<file path="src/rtl/param_tensor_cpu.sv">
`default_nettype none
// ============================================================================
//  Module   : param_tensor_cpu
//  Purpose  : Scalar CPU plus tensor core. Decodes one 32-bit instruction per
//             accepted handshake, runs single-cycle ALU ops on a CPU register
//             file, and keeps a 2-bank DIMxDIM tensor register file. A
//             multi-cycle matrix multiply computes bank0 x bank1 one element
//             per cycle into a shadow buffer, then commits it into bank0.
//  Ports    :
//    clock_in               - clock, all state updates on posedge
//    reset_in               - asynchronous active-high reset
//    instruction_in[31:0]   - [31:24] dst, [23:16] src1/imm, [15:8] src2/imm,
//                             [7:0] opcode
//    instruction_valid_in   - instruction_in is valid
//    instruction_ready_out  - instruction accepted this cycle when valid
//    cpu_output             - registered result of the last producing op
//    cpu_output_valid_out   - one-cycle pulse when cpu_output is updated
//    status_out[4:0]        - {parity, overflow, carry, zero, sign}
//    tensor_busy_out        - matrix multiply in progress
//    tensor_done_out        - one-cycle pulse after bank0 commit
//    tensor_core_result     - bank0 flattened, element i*DIM+j
//  Revision : 1.0 - initial release
// ============================================================================
module param_tensor_cpu #(
  parameter int DATA_WIDTH = 8,
  parameter int CPU_REGS   = 8,
  parameter int DIM        = 4,
  parameter bit SATURATE   = 1'b0
) (
  input  logic                             clock_in,
  input  logic                             reset_in,
  input  logic [31:0]                      instruction_in,
  input  logic                             instruction_valid_in,
  output logic                             instruction_ready_out,
  output logic [DATA_WIDTH-1:0]            cpu_output,
  output logic                             cpu_output_valid_out,
  output logic [4:0]                       status_out,
  output logic                             tensor_busy_out,
  output logic                             tensor_done_out,
  output logic [DIM*DIM*DATA_WIDTH-1:0]    tensor_core_result
);

  localparam int c_NEL   = DIM * DIM;
  localparam int c_TREGS = 2 * c_NEL;
  localparam int c_CAW   = (CPU_REGS > 1) ? $clog2(CPU_REGS) : 1;
  localparam int c_TAW   = $clog2(c_TREGS);
  localparam int c_EW    = $clog2(c_NEL);
  localparam int c_ACCW  = 2 * DATA_WIDTH + $clog2(DIM);
  localparam int c_MSB   = DATA_WIDTH - 1;

  localparam logic signed [c_ACCW-1:0] c_SMAX = c_ACCW'((2 ** (DATA_WIDTH - 1)) - 1);
  localparam logic signed [c_ACCW-1:0] c_SMIN = ~c_SMAX;

  localparam logic [7:0] c_OP_ADD    = 8'd0;
  localparam logic [7:0] c_OP_SUB    = 8'd1;
  localparam logic [7:0] c_OP_MUL    = 8'd2;
  localparam logic [7:0] c_OP_EQL    = 8'd3;
  localparam logic [7:0] c_OP_GRT    = 8'd4;
  localparam logic [7:0] c_OP_TC     = 8'd5;
  localparam logic [7:0] c_OP_TCLD   = 8'd6;
  localparam logic [7:0] c_OP_CPU2TC = 8'd7;
  localparam logic [7:0] c_OP_ADDI   = 8'd9;
  localparam logic [7:0] c_OP_SUBI   = 8'd10;
  localparam logic [7:0] c_OP_MOV    = 8'd11;
  localparam logic [7:0] c_OP_MOVTC  = 8'd12;
  localparam logic [7:0] c_OP_TC2CPU = 8'd13;
  localparam logic [7:0] c_OP_RESET  = 8'd14;
  localparam logic [7:0] c_OP_RDCPU  = 8'd15;
  localparam logic [7:0] c_OP_RDTC   = 8'd16;

  typedef enum logic [1:0] {
    S_IDLE    = 2'd0,
    S_COMPUTE = 2'd1,
    S_COMMIT  = 2'd2
  } state_t;

  state_t                  state_q, state_d;
  logic [c_EW-1:0]         e_q, e_d;
  logic                    done_q, done_d;

  logic [DATA_WIDTH-1:0]   r_q [CPU_REGS];
  logic [DATA_WIDTH-1:0]   t_q [c_TREGS];
  logic [DATA_WIDTH-1:0]   c_q [c_NEL];
  logic [4:0]              status_q;
  logic [DATA_WIDTH-1:0]   out_q;
  logic                    out_vld_q;

  // Instruction fields and decoded addresses
  logic [7:0]              w_dst_f, w_s1_f, w_s2_f, w_opc;
  logic [c_CAW-1:0]        w_rd, w_rs1, w_rs2;
  logic [c_TAW-1:0]        w_td, w_ts1;
  logic [DATA_WIDTH-1:0]   w_imm1, w_imm2;
  logic                    w_accept;

  assign w_dst_f  = instruction_in[31:24];
  assign w_s1_f   = instruction_in[23:16];
  assign w_s2_f   = instruction_in[15:8];
  assign w_opc    = instruction_in[7:0];
  assign w_rd     = w_dst_f[c_CAW-1:0];
  assign w_rs1    = w_s1_f[c_CAW-1:0];
  assign w_rs2    = w_s2_f[c_CAW-1:0];
  // Tensor file size need not be a power of two, so wrap with a true modulo.
  assign w_td     = c_TAW'(int'(w_dst_f) % c_TREGS);
  assign w_ts1    = c_TAW'(int'(w_s1_f) % c_TREGS);
  assign w_accept = instruction_valid_in && (state_q == S_IDLE);

  generate
    if (DATA_WIDTH > 8) begin : g_imm_sext
      assign w_imm1 = {{(DATA_WIDTH - 8){w_s1_f[7]}}, w_s1_f};
      assign w_imm2 = {{(DATA_WIDTH - 8){w_s2_f[7]}}, w_s2_f};
    end else begin : g_imm_trunc
      assign w_imm1 = w_s1_f[DATA_WIDTH-1:0];
      assign w_imm2 = w_s2_f[DATA_WIDTH-1:0];
    end
  endgenerate

  // Scalar ALU
  logic [DATA_WIDTH-1:0]   w_a, w_b, w_res, w_out_val;
  logic [DATA_WIDTH:0]     w_ext;
  logic                    w_c, w_v, w_alu_wr, w_out_en;

  assign w_a = r_q[w_rs1];
  assign w_b = ((w_opc == c_OP_ADDI) || (w_opc == c_OP_SUBI)) ? w_imm2 : r_q[w_rs2];

  always_comb begin
    w_ext = '0;
    w_res = '0;
    w_c   = 1'b0;
    w_v   = 1'b0;
    case (w_opc)
      c_OP_ADD, c_OP_ADDI: begin
        w_ext = {1'b0, w_a} + {1'b0, w_b};
        w_res = w_ext[DATA_WIDTH-1:0];
        w_c   = w_ext[DATA_WIDTH];
        w_v   = (w_a[c_MSB] == w_b[c_MSB]) && (w_res[c_MSB] != w_a[c_MSB]);
      end
      c_OP_SUB, c_OP_SUBI: begin
        // Extra bit of the wrapped difference is the unsigned borrow.
        w_ext = {1'b0, w_a} - {1'b0, w_b};
        w_res = w_ext[DATA_WIDTH-1:0];
        w_c   = w_ext[DATA_WIDTH];
        w_v   = (w_a[c_MSB] != w_b[c_MSB]) && (w_res[c_MSB] != w_a[c_MSB]);
      end
      c_OP_MUL: w_res = w_a * w_b;
      c_OP_EQL: w_res = {{(DATA_WIDTH - 1){1'b0}}, (w_a == w_b)};
      c_OP_GRT: w_res = {{(DATA_WIDTH - 1){1'b0}}, ($signed(w_a) > $signed(w_b))};
      c_OP_MOV: w_res = w_a;
      default:  ;
    endcase
  end

  assign w_alu_wr = (w_opc <= c_OP_GRT) ||
                    (w_opc == c_OP_ADDI) || (w_opc == c_OP_SUBI) || (w_opc == c_OP_MOV);
  assign w_out_en = w_alu_wr || (w_opc == c_OP_TC2CPU) ||
                    (w_opc == c_OP_RDCPU) || (w_opc == c_OP_RDTC);

  always_comb begin
    case (w_opc)
      c_OP_TC2CPU, c_OP_RDTC: w_out_val = t_q[w_ts1];
      c_OP_RDCPU:             w_out_val = w_a;
      default:                w_out_val = w_res;
    endcase
  end

  // CPU register file and status flags
  always_ff @(posedge clock_in or posedge reset_in) begin
    if (reset_in) begin
      for (int k = 0; k < CPU_REGS; k++) r_q[k] <= '0;
      status_q <= '0;
    end else if (w_accept) begin
      if (w_opc == c_OP_RESET) begin
        for (int k = 0; k < CPU_REGS; k++) r_q[k] <= '0;
        status_q <= '0;
      end else if (w_alu_wr) begin
        r_q[w_rd] <= w_res;
        status_q  <= {~^w_res, w_v, w_c, (w_res == '0), w_res[c_MSB]};
      end else if (w_opc == c_OP_TC2CPU) begin
        r_q[w_rd] <= t_q[w_ts1];
      end
    end
  end

  // Result register
  always_ff @(posedge clock_in or posedge reset_in) begin
    if (reset_in) begin
      out_q     <= '0;
      out_vld_q <= 1'b0;
    end else begin
      out_vld_q <= 1'b0;
      if (w_accept && w_out_en) begin
        out_q     <= w_out_val;
        out_vld_q <= 1'b1;
      end
    end
  end

  // Matrix-multiply datapath: one dot product per cycle, element e_q.
  int                        w_row, w_col;
  logic signed [c_ACCW-1:0]  w_acc, w_pa, w_pb;
  logic [DATA_WIDTH-1:0]     w_elem;

  always_comb begin
    w_row = int'(e_q) / DIM;
    w_col = int'(e_q) % DIM;
    w_acc = '0;
    w_pa  = '0;
    w_pb  = '0;
    for (int k = 0; k < DIM; k++) begin
      w_pa  = c_ACCW'($signed(t_q[c_TAW'(w_row * DIM + k)]));
      w_pb  = c_ACCW'($signed(t_q[c_TAW'(c_NEL + k * DIM + w_col)]));
      w_acc = w_acc + w_pa * w_pb;
    end
  end

  generate
    if (SATURATE) begin : g_sat
      always_comb begin
        if (w_acc > c_SMAX)      w_elem = {1'b0, {(DATA_WIDTH - 1){1'b1}}};
        else if (w_acc < c_SMIN) w_elem = {1'b1, {(DATA_WIDTH - 1){1'b0}}};
        else                     w_elem = w_acc[DATA_WIDTH-1:0];
      end
    end else begin : g_wrap
      assign w_elem = w_acc[DATA_WIDTH-1:0];
    end
  endgenerate

  // Shadow result buffer; bank0 stays intact until the commit edge.
  always_ff @(posedge clock_in or posedge reset_in) begin
    if (reset_in) begin
      for (int k = 0; k < c_NEL; k++) c_q[k] <= '0;
    end else if (state_q == S_COMPUTE) begin
      c_q[e_q] <= w_elem;
    end
  end

  // Tensor register file
  always_ff @(posedge clock_in or posedge reset_in) begin
    if (reset_in) begin
      for (int k = 0; k < c_TREGS; k++) t_q[k] <= '0;
    end else if (state_q == S_COMMIT) begin
      for (int k = 0; k < c_NEL; k++) t_q[k] <= c_q[k];
    end else if (w_accept) begin
      case (w_opc)
        c_OP_TCLD:   t_q[w_td] <= w_imm1;
        c_OP_CPU2TC: t_q[w_td] <= w_a;
        c_OP_MOVTC:  t_q[w_td] <= t_q[w_ts1];
        c_OP_RESET:  for (int k = 0; k < c_TREGS; k++) t_q[k] <= '0;
        default:     ;
      endcase
    end
  end

  // Control FSM
  always_ff @(posedge clock_in or posedge reset_in) begin
    if (reset_in) begin
      state_q <= S_IDLE;
      e_q     <= '0;
      done_q  <= 1'b0;
    end else begin
      state_q <= state_d;
      e_q     <= e_d;
      done_q  <= done_d;
    end
  end

  always_comb begin
    state_d = state_q;
    e_d     = e_q;
    done_d  = 1'b0;
    case (state_q)
      S_IDLE: begin
        if (w_accept && (w_opc == c_OP_TC)) begin
          state_d = S_COMPUTE;
          e_d     = '0;
        end
      end
      S_COMPUTE: begin
        if (e_q == c_EW'(c_NEL - 1)) begin
          state_d = S_COMMIT;
          e_d     = '0;
        end else begin
          e_d = e_q + c_EW'(1);
        end
      end
      S_COMMIT: begin
        state_d = S_IDLE;
        done_d  = 1'b1;
      end
      default: state_d = S_IDLE;
    endcase
  end

  assign instruction_ready_out = (state_q == S_IDLE);
  assign tensor_busy_out       = (state_q == S_COMPUTE) || (state_q == S_COMMIT);
  assign tensor_done_out       = done_q;
  assign cpu_output            = out_q;
  assign cpu_output_valid_out  = out_vld_q;
  assign status_out            = status_q;

  generate
    for (genvar g = 0; g < c_NEL; g++) begin : g_flat
      assign tensor_core_result[g*DATA_WIDTH +: DATA_WIDTH] = t_q[g];
    end
  endgenerate

endmodule
`default_nettype wire
</file>
<file path="config.mk">
export PLATFORM = sky130hd
export DESIGN_NAME = param_tensor_cpu
export DESIGN_NICKNAME = d
export VERILOG_FILES = /design/src/rtl/param_tensor_cpu.sv
export SDC_FILE = /design/constraint.sdc
export NUM_CORES = 2
export LEC_CHECK = 0
export CELL_PAD_IN_SITES_DETAIL_PLACEMENT = 1
export CELL_PAD_IN_SITES_GLOBAL_PLACEMENT = 2
export CORE_MARGIN = 5
export CORE_UTILIZATION = 43
export DETAILED_ROUTE_END_ITERATION = 16
export PLACE_DENSITY = 0.83
export SLEW_MARGIN = 15
export SYNTH_ARGS = -nofsm -noshare
export SYNTH_HDL_FRONTEND = slang
export SYNTH_SLANG_ARGS = --single-unit
export TNS_END_PERCENT = 1
</file>
<file path="constraint.sdc">
create_clock -name clock_in -period 44.7 [get_ports clock_in]
set_input_delay 8.94 -clock clock_in [delete_from_list [all_inputs] [get_ports clock_in]]
set_output_delay 8.94 -clock clock_in [all_outputs]
set_load 0.01 [all_outputs]
</file>
==> impl_metrics.csv <==
group,metric,value,unit
cts,cts-root-buf,"clkbuf_16",
finish,final-seq-area,11700,µm²
logic_synthesis,ys.flop_type,"dfrtp_1",
global_route,grt_pass1_vias,28500,
cts,cts_resized,0,
routing,dr.pass1.iters,6,
sta,max_freq,65.3,MHz
logic_synthesis,synth.net_count,3444,
global_route,grtUsageTotal,31.4,%
logic_synthesis,synth_area,32500,µm²
routing,ant_nets,0,
critical_path,slowest_delay,0.83,ns
place,dp_hpwl,92.9,mm
cts,insertion_delay,0.65,ns
sta,finalCritPeriodShare,34.2,%
critical_path,crit_path_end_kind,"flip-flop",
power,ir_drop,0.0282,mV
finish,area_growth,10.3,%
finish,utilization,47.9,%
routing,drt-total-wl,130,mm
critical_path,cp-start-kind,"input pin",
sta,rsz0062_at_grt,"no",
die,rows,100,
power,leakagePower,0.0147,µW
logic_synthesis,synth_seq_cells,469,
die,pin_count,180,
global_route,grt_pass1_wl,193,mm
logic_synthesis,synth_edf_count,0,
cts,cts.htree.levels,2,
finish,nets,3382,
critical_path,crit_chain,"clkdlybuf4s50_1 -> nor3b_1 -> nand3_1 -> a21oi_1 -> nand2_1 -> fa_1 -> fa_1 -> inv_1 -> fa_1 -> inv_1 -> fa_1 -> inv_1 -> ha_1 -> a21oi_1 -> xnor2_1 -> xnor3_1 -> xnor3_1 -> nand2_1 -> and3_1 -> ha_1 -> xor2_1 -> xnor2_1 -> o31ai_1",
logic_synthesis,synth.avg_cell_area,10.1,µm²
routing,wire_per_inst,31.3,µm
cts,clockBufferDepth,3,
sta,slew_violations,0,
sta,max_slew_margin,12.6,%
logic_synthesis,postSynthCellCount,3208,
place,port_buffers,176,
die,die_h,285,µm
sta,hold_slack,0.488,ns
die,core,74700,µm²
critical_path,worstPathArrival,15.86,ns
critical_path,critPathRequiredTime,45.25,ns
global_route,antenna_found_initial,3,
finish,drive_above_1_share,14.0,%
run,drv_cap,0,
sta,final.min_clock_period,15.31,ns
global_route,grt_overflow_total,0,
cts,cts_buffers,54,
logic_synthesis,synth.distinct_cells,74,
finish,fillers,8127,
logic_synthesis,yosysWarningCount,0,
logic_synthesis,async_reset_ff_share,100,%
critical_path,slowest_stage,"clkdlybuf4s50_1",
cts,clock-sinks,469,
sta,final_hold_viol_count,0,
cts,hold_buffers,0,
status,status,"finished, final reports clean",
routing,via_per_inst,6.60,
routing,drc,0,
die,dieWidth,285,µm
power,power_density,32.6,nW/µm²
hold_path,hold_path_class,"reg -> reg",
die,die-area,81100,µm²
critical_path,r2r_setup_slack,35.61,ns
sta,worst_pin_slew,1.31,ns
routing,drt_iter0_drc,3094,
sta,finalSetupViolations,0,
critical_path,cp_max_fo,17,
cts,postCtsSetupBuffers,0,
logic_synthesis,yosysSeqAreaShare,36.1,%
sta,fin_skew,0.0460,ns
critical_path,cp_common_cell,"fa_1",
sta,fin_tns_setup,0,ns
cts,tritoncts,"yes",
critical_path,worstSetupPathType,"in -> reg",
global_route,grt_max_degree,98,
finish,multi_input_area,18300,µm²
routing,vias,27500,
place,gp_congestion,0.927,
cts,clkSlewWorstSetupHoldPaths,0.07,ns
die,initial_core_util,43.5,%
## power breakdown
part           leakage, µW  switching, µW  internal [µW]
Sequential         0.00643           59.4            448
Clock             0.000902            199            260
Combinational      0.00739            116           84.8
## cells in the mapped netlist, types with 6 or more instances
cell / instances / area (µm²)
inv_1: 176 / 661
xor2_1: 17 / 149
and2_1: 78 / 488
clkbuf_1: 135 / 507
a21oi_1: 194 / 971
buf_1: 7 / 26.3
xnor2_1: 70 / 613
o21ai_2: 10 / 87.6
o21ai_0: 185 / 926
o21ai_1: 127 / 636
o21bai_1: 6 / 45.0
mux2i_1: 13 / 130
nor2b_1: 6 / 37.5
a22o_1: 124 / 1090
nor2_1: 228 / 856
a21o_1: 12 / 90.1
o31ai_2: 8 / 100
a22oi_1: 134 / 1010
nand2_1: 271 / 1020
mux2_2: 70 / 788
buf_6: 8 / 90.1
nand2b_1: 13 / 81.3
nand3_1: 152 / 761
mux4_2: 176 / 3960
a211oi_1: 18 / 135
o22ai_1: 10 / 62.6
fa_1: 84 / 1680
a31oi_1: 7 / 43.8
buf_2: 41 / 205
dfrtp_1: 469 / 11700
ha_1: 117 / 1460
o22a_1: 7 / 61.3
o31ai_1: 6 / 45.0
buf_4: 137 / 1030
nor3_1: 8 / 40.0
## routing by layer
metal | global-route usage [%] | vias up | routed length (µm) | part of all wire (%)
met5 | 0 | - | 0 | 0
met4 | 13.5 | 0 | 6860 | 5.3
met3 | 6.14 | 337 | 11200 | 8.6
met2 | 50.7 | 1393 | 61000 | 47
met1 | 41.4 | 14400 | 51300 | 39
li1 | - | 11300 | - | -
## logic make-up after synthesis
group,after synthesis,share of synthesized area [%]
buf+inv,510,7.98
flops,469,36.1
xor+xnor,90,2.54
fa+ha+maj,201,9.69
compound gates,881,17.3
mux,266,15.5
simple gates,791,10.9
## worst paths after layout
path | from | end | cells after the start
setup / recovery | instruction_in[3] | status_out[4] | 23
hold / removal | c_q[52] | c_q[52] | 2
setup reg to reg | e_q[0] | c_q[119] | 24
hold reg to reg | c_q[52] | c_q[52] | 2
max in group asynchronous | reset_in | tensor_core_result[20] | 5
min in group asynchronous | reset_in | tensor_core_result[126] | 2
## layout make-up
cell class / count / area share (%)
Antenna cell: 3 / 0.0210
Clock buffer: 77 / 4.43
Clock inverter: 22 / 0.650
Inverter: 178 / 1.89
Multi-Input combinational cell: 2229 / 51.1
Sequential cell: 469 / 32.8
Tap cell: 969 / 3.39
Timing Repair Buffer: 214 / 5.70
## worst max-delay path: cells and delay by family
kind / cells / cell delay [ns]
adder cells (fa/ha/maj): 6 / 2.56
AND/OR/NAND/NOR: 5 / 1.30
XOR/XNOR: 5 / 1.10
buffers and inverters: 4 / 0.98
AO/OA/AOI/OAI: 3 / 0.96
## through the flow
step	total power [µW]	instance area [µm²]	instances	setup WS, ns
floorplan	606	32500	3208	22.68
global placement	703	33900	4059	28.83
detailed placement	710	33900	4059	28.77
CTS	1170	35800	4158	29.44
global route	1200	35800	4158	28.98
finish	1170	35800	4161	29.39
## sequential cells by signal (all words and copies together) (netlist names)
signal and count:
c_q 128, e_q 4, tensor_core_result 128, r_q 64, t_q 128, cpu_output 8
tensor_done_out 1, cpu_output_valid_out 1, status_out 5, state_q 2
## cells in the final DEF, fill, tap and decap left out, types with 134 or more instances in the layout
cell and instances:
dfrtp_1 467, a21oi_1 185, a22oi_1 134, inv_1 175
mux4_2 176, nor2_1 226, nand2_1 270, o21ai_0 184
clkdlybuf4s50_1 173, nand3_1 152
(Power assumes the default switching activity.)
